[src/rtl/marcador_juego_rtl_pkg.sv]
// Shared game-scorer encodings: EST state codes and the default points-to-win.
// The match FSM and the benches import this same package.
package marcador_juego_rtl_pkg;

   localparam int unsigned PTS_WIN_DEF = 4;

   localparam logic [2:0] S_PLAY  = 3'd0;
   localparam logic [2:0] S_DEUCE = 3'd1;
   localparam logic [2:0] S_ADV1  = 3'd2;
   localparam logic [2:0] S_ADV2  = 3'd3;
   localparam logic [2:0] S_ERR   = 3'd4;

endpackage : marcador_juego_rtl_pkg

[src/rtl/marcador_juego_rtl_contador_puntos.sv]
// Per-player point counter: clear, increment, or load the deuce value.
// Clear (and reset) win over load, which wins over increment.
module contador_puntos #(
   parameter int unsigned           CNT_W    = 3,
   parameter logic [CNT_W-1:0]      LOAD_VAL = '0
) (
   input  logic             clk_i,
   input  logic             rst_i,
   input  logic             clr_i,
   input  logic             inc_i,
   input  logic             load_i,
   output logic [CNT_W-1:0] cnt_o
);

   logic [CNT_W-1:0] cnt_q;

   // NOTE: sequential state is assigned with <= so every flop samples pre-edge values.
   always_ff @(posedge clk_i) begin
      if (rst_i || clr_i) begin
         cnt_q <= '0;
      end else if (load_i) begin
         cnt_q <= LOAD_VAL;
      end else if (inc_i) begin
         cnt_q <= cnt_q + CNT_W'(1);
      end
   end

   assign cnt_o = cnt_q;

endmodule : contador_puntos

[src/rtl/marcador_juego_rtl.sv]
// Tennis-style game scorer feeding J1G/J2G into the best-of-5 match FSM.
// Deuce/advantage FSM, registered one-cycle win pulses and a sticky double-strobe error.
module marcador_juego_rtl
   import marcador_juego_rtl_pkg::*;
#(
   parameter int unsigned PTS_WIN = PTS_WIN_DEF,
   parameter int unsigned CNT_W   = 3
) (
   input  logic             Clk,
   input  logic             Reset,
   input  logic             P1P,
   input  logic             P2P,
   input  logic             Hab,
   output logic             J1G,
   output logic             J2G,
   output logic [CNT_W-1:0] PTS1,
   output logic [CNT_W-1:0] PTS2,
   output logic [2:0]       EST,
   output logic             ERR_PP
);

   localparam logic [CNT_W-1:0] DEUCE_C = CNT_W'(PTS_WIN - 1);
   localparam logic [CNT_W-1:0] LEAD_C  = CNT_W'(PTS_WIN - 2);

   logic [2:0] est_q, est_d;
   logic       j1g_q, j1g_d, j2g_q, j2g_d;
   logic       err_q, err_d;
   logic       clr, inc1, inc2, ld;
   logic       p1_ev, p2_ev, both_ev;

   assign p1_ev   = Hab & P1P & ~P2P;
   assign p2_ev   = Hab & P2P & ~P1P;
   assign both_ev = Hab & P1P & P2P;

   // NOTE: every always_comb output gets a default first so no path infers a latch.
   always_comb begin
      est_d = est_q;
      err_d = err_q;
      j1g_d = 1'b0;
      j2g_d = 1'b0;
      clr   = 1'b0;
      inc1  = 1'b0;
      inc2  = 1'b0;
      ld    = 1'b0;
      case (est_q)
         S_PLAY, S_DEUCE, S_ADV1, S_ADV2: begin
            if (both_ev) begin
               est_d = S_ERR;
               err_d = 1'b1;
            end else if (p1_ev) begin
               case (est_q)
                  S_PLAY: begin
                     if (PTS1 == DEUCE_C && PTS2 <= LEAD_C) begin
                        j1g_d = 1'b1;
                        clr   = 1'b1;
                     end else begin
                        inc1 = 1'b1;
                        if (PTS1 == LEAD_C && PTS2 == DEUCE_C) est_d = S_DEUCE;
                     end
                  end
                  S_DEUCE: begin
                     inc1  = 1'b1;
                     est_d = S_ADV1;
                  end
                  S_ADV1: begin
                     j1g_d = 1'b1;
                     clr   = 1'b1;
                     est_d = S_PLAY;
                  end
                  default: begin
                     ld    = 1'b1;
                     est_d = S_DEUCE;
                  end
               endcase
            end else if (p2_ev) begin
               case (est_q)
                  S_PLAY: begin
                     if (PTS2 == DEUCE_C && PTS1 <= LEAD_C) begin
                        j2g_d = 1'b1;
                        clr   = 1'b1;
                     end else begin
                        inc2 = 1'b1;
                        if (PTS2 == LEAD_C && PTS1 == DEUCE_C) est_d = S_DEUCE;
                     end
                  end
                  S_DEUCE: begin
                     inc2  = 1'b1;
                     est_d = S_ADV2;
                  end
                  S_ADV2: begin
                     j2g_d = 1'b1;
                     clr   = 1'b1;
                     est_d = S_PLAY;
                  end
                  default: begin
                     ld    = 1'b1;
                     est_d = S_DEUCE;
                  end
               endcase
            end
         end
         S_ERR: ;
         default: begin
            est_d = S_PLAY;
            clr   = 1'b1;
         end
      endcase
   end

   always_ff @(posedge Clk) begin
      if (Reset) begin
         est_q <= S_PLAY;
         err_q <= 1'b0;
         j1g_q <= 1'b0;
         j2g_q <= 1'b0;
      end else begin
         est_q <= est_d;
         err_q <= err_d;
         j1g_q <= j1g_d;
         j2g_q <= j2g_d;
      end
   end

   // Returning from advantage reloads both counters to the deuce value.
   contador_puntos #(.CNT_W(CNT_W), .LOAD_VAL(DEUCE_C)) u_cnt1 (
      .clk_i  (Clk),
      .rst_i  (Reset),
      .clr_i  (clr),
      .inc_i  (inc1),
      .load_i (ld),
      .cnt_o  (PTS1)
   );

   contador_puntos #(.CNT_W(CNT_W), .LOAD_VAL(DEUCE_C)) u_cnt2 (
      .clk_i  (Clk),
      .rst_i  (Reset),
      .clr_i  (clr),
      .inc_i  (inc2),
      .load_i (ld),
      .cnt_o  (PTS2)
   );

   assign EST    = est_q;
   assign ERR_PP = err_q;
   assign J1G    = j1g_q;
   assign J2G    = j2g_q;

endmodule : marcador_juego_rtl

[config.mk]
export PLATFORM = sky130hd
export DESIGN_NAME = marcador_juego_rtl
export DESIGN_NICKNAME = d
export VERILOG_FILES = /design/src/rtl/marcador_juego_rtl_pkg.sv /design/src/rtl/marcador_juego_rtl_contador_puntos.sv /design/src/rtl/marcador_juego_rtl.sv
export SDC_FILE = /design/constraint.sdc
export NUM_CORES = 1
export LEC_CHECK = 0
export ABC_AREA = 0
export CAP_MARGIN = 20
export CORE_ASPECT_RATIO = 0.9
export CORE_UTILIZATION = 58
export CTS_BUF_LIST = sky130_fd_sc_hd__clkbuf_8
export DETAILED_ROUTE_END_ITERATION = 10
export DONT_BUFFER_PORTS = 1
export MAX_ROUTING_LAYER = met4
export PLACE_DENSITY = 0.8
export SLEW_MARGIN = 40
export SYNTH_ARGS = -nofsm -noshare
export SYNTH_HDL_FRONTEND = slang
export SYNTH_SLANG_ARGS = --single-unit
[constraint.sdc]
create_clock -name Clk -period 1.3 [get_ports Clk]
set_input_delay 0.26 -clock Clk [delete_from_list [all_inputs] [get_ports Clk]]
set_output_delay 0.26 -clock Clk [all_outputs]
set_load 0.005 [all_outputs]
==> qor.csv <==
metric,value,unit
status,finished with violations,
violations,setup timing,
tightest_slew,0.3633,ns
cts-buffers-inserted,3,
setup_viol,7,
synth_mux_area_frac,0,
path_class,reg2reg,
track_usage,0.3148,
clk_pin_slew_worst_paths,0.05,ns
vias,854,
maxCapViolations,0,
die_area,1663,sq um
syn2layout_area_growth,40.89,%
end_kind,register,
htree_levels,1,
hp-class,in2reg,
path_max_fanout,5,
core-area,1321,sq um
worst-path-buf-inv,1,
rows,12,
dp.cells,127,
syn-instance-count,96,
cts_sinks,12,
min_period,1.585,ns
place_congestion,0.9450,
drive_gt1_frac,0.5333,
antenna_found_initial,0,
synth-xor-area-share,0.03013,
clock_latency,0.25,ns
critPathSlowestCell,dfxtp_4,
cp_data_arrival_time,1.69,ns
grt_max_degree,13,
cts_root_buf,clkbuf_8,
synthAdderAreaFrac,0.08608,
finalCritPeriodShare,1.219,
synthSimpleGateAreaFrac,0.3056,
ys_ff_latch,12,
fillCellCount,49,
rsz0062_at_grt,true,
dpl.hpwl,1.624,mm
syn_area,872.1,sq um
initial_core_util,0.6600,
final_common_cell,buf_4,
ios,17,
synth_top_area_cell,dfxtp_1,
dp_slack,-0.1743,ns
post_drt_wl_per_cell,20.80,um
r2r-start,u_cnt2.cnt_o[0]$_SDFFE_PP0P_,
finalHoldViolations,0,
fin_cells,134,
setup.worst_path.start,u_cnt2.cnt_o[0]$_SDFFE_PP0P_,
synth_top_family_by_area,simple AND/OR/NAND/NOR gates,
drc_errors,0,
hold_path.startpoint,Reset,
final_max_slew_viol_count,0,
yosysUniqueCellTypes,34,
die_h,38.79,um
critical-path-max-stage-delay,0.37,ns
synth_area_per_cell,9.084,sq um
ir_worst_vdd,0.001021,V
fin_ws,-0.2851,ns
drt_pre_antenna_iters,4,
ys_warn_count,0,
wl,2.787,mm
required,1.41,ns
synthTopCellsByArea,"dfxtp_1 (28%), ha_1 (8.6%), a21oi_1 (6.9%), o311ai_4 (6.0%), nor2_1 (5.2%)",
ant_nets,0,
cts_tree,built,
die_x,42.88,um
skew,0.005290,ns
cts_hold_buf,0,
grt_pass1_wl,3.636,mm
viasPerCell,6.373,
critPathTopFamily,compound AO/OA/AOI/OAI gates,
num_antenna_cells,0,
powerDensity,765.0,nW/um^2
synth_fp_nets,107,
path_cells,ha_4 > ha_4 > nand2b_4 > o311ai_4 > buf_6 > nor2_2 > a21oi_1 > a21oi_1,
yosys.area.top_type_share,0.2755,
io_buffers,0,
fin_util,0.9299,
grt_pass1_vias,775,
fmax,0.6309,GHz
nets,132,
leakage,0.0004467,uW
synth_compound_area_frac,0.2267,
clk_path_buf_depth,2,
drtIter0Drc,65,
final_cell_mix,"buf_4 (24), a21oi_1 (11), nor2_1 (11)",
slew_headroom,0.7572,
yosysSeqAreaShare,0.2755,
overflow,0,
cp-start-kind,register,
[cell type report]
class                           count  area (sq um)  share of cell area
Tap cell                           14         17.52             0.01426
Inverter                            5         18.77             0.01527
Timing Repair Buffer               26         202.7              0.1650
Clock buffer                        4         55.05             0.04481
Multi-Input combinational cell     73         679.4              0.5530
Sequential cell                    12         255.2              0.2077
[where the power goes]
group | switching (uW) | internal (uW) | leakage (uW)
logic | 71.8 | 71.2 | 0.000318
registers | 12.6 | 374 | 0.000100
clock network | 143 | 268 | 0.0000288
total | 227 | 713 | 0.000447
[routing by layer]
metal | wire length (um) | up-vias | track usage
li1 | - | 385 | -
met1 | 1117 | 411 | 0.3416
met2 | 1399 | 52 | 0.6023
met3 | 240 | 6 | 0.07009
met4 | 29 | 0 | 0.05469
met5 | 0 | - | -
[flip-flops by register name, indices dropped and copies added (netlist names)]
| register | count |
|---|---|
| u_cnt1.cnt_o | 3 |
| ERR_PP | 1 |
| J2G | 1 |
| J1G | 1 |
| u_cnt2.cnt_o | 3 |
| EST | 3 |
[logic make-up after synthesis]
group,Yosys count
AO/OA/AOI/OAI,25
XOR/XNOR,3
adder cells (fa/ha/maj),6
buffers and inverters,11
flip-flops,12
AND/OR/NAND/NOR,39
[worst register-to-register path, cell delays in order (launching register included)]
cell	delay, ns
dfxtp_4	0.37
ha_4	0.14
ha_4	0.14
nand2b_4	0.09
o311ai_4	0.24
buf_6	0.17
nor2_2	0.04
a21oi_1	0.16
a21oi_1	0.10
[what timing repair did]
action	in CTS	in global routing
endpoints found under the setup margin	7	9
pin swaps	0	6
setup buffers	0	3
resized for setup	0	11
[synthesized netlist by cell type]
cell type	instances
buf_2	2
nor2_1	12
and4bb_4	1
inv_1	5
nand3b_4	1
o21a_1	2
a21oi_1	12
o21ai_1	2
nand4b_1	1
buf_6	2
nor2b_1	2
xnor2_1	3
o221ai_1	1
o2111ai_1	1
nand2b_1	2
dfxtp_1	12
a32oi_1	1
nand2_1	4
nor2_2	1
a21oi_2	1
nand3_1	1
o21ai_0	1
nor3_1	5
o311ai_4	2
o31ai_2	1
and3b_2	2
buf_4	2
nand3b_1	1
ha_1	6
nand2b_4	2
o31ai_1	1
nand4bb_1	1
or2_4	1
nor3b_2	2
[path summary, 6_finish.rpt]
path / to / slack, ns / cells after the start
worst max register to register: u_cnt2.cnt_o[1]$_SDFFE_PP0P_ / -0.29 / 8
worst min-delay path: EST[2]$_SDFFE_PP0P_ / 0.09 / 1
worst max-delay path: u_cnt2.cnt_o[1]$_SDFFE_PP0P_ / -0.29 / 8
worst min register to register: ERR_PP$_SDFFE_PP0P_ / 0.52 / 2
[stage by stage]
step                      area (sq um)  total power (uW)  hold WS (ns)  TNS [ns]
after detailed placement          1100             512.3        0.3355   -0.9729
after floorplan                  957.2             489.6        0.3324   -0.1688
after global routing              1229             969.7       0.08124    -1.741
final                             1229             939.9       0.08579    -1.421
after global placement            1100             506.9        0.3341   -0.6831
after CTS                         1155             920.9       0.08424    -1.167
Power figures use the tool's default switching activity.
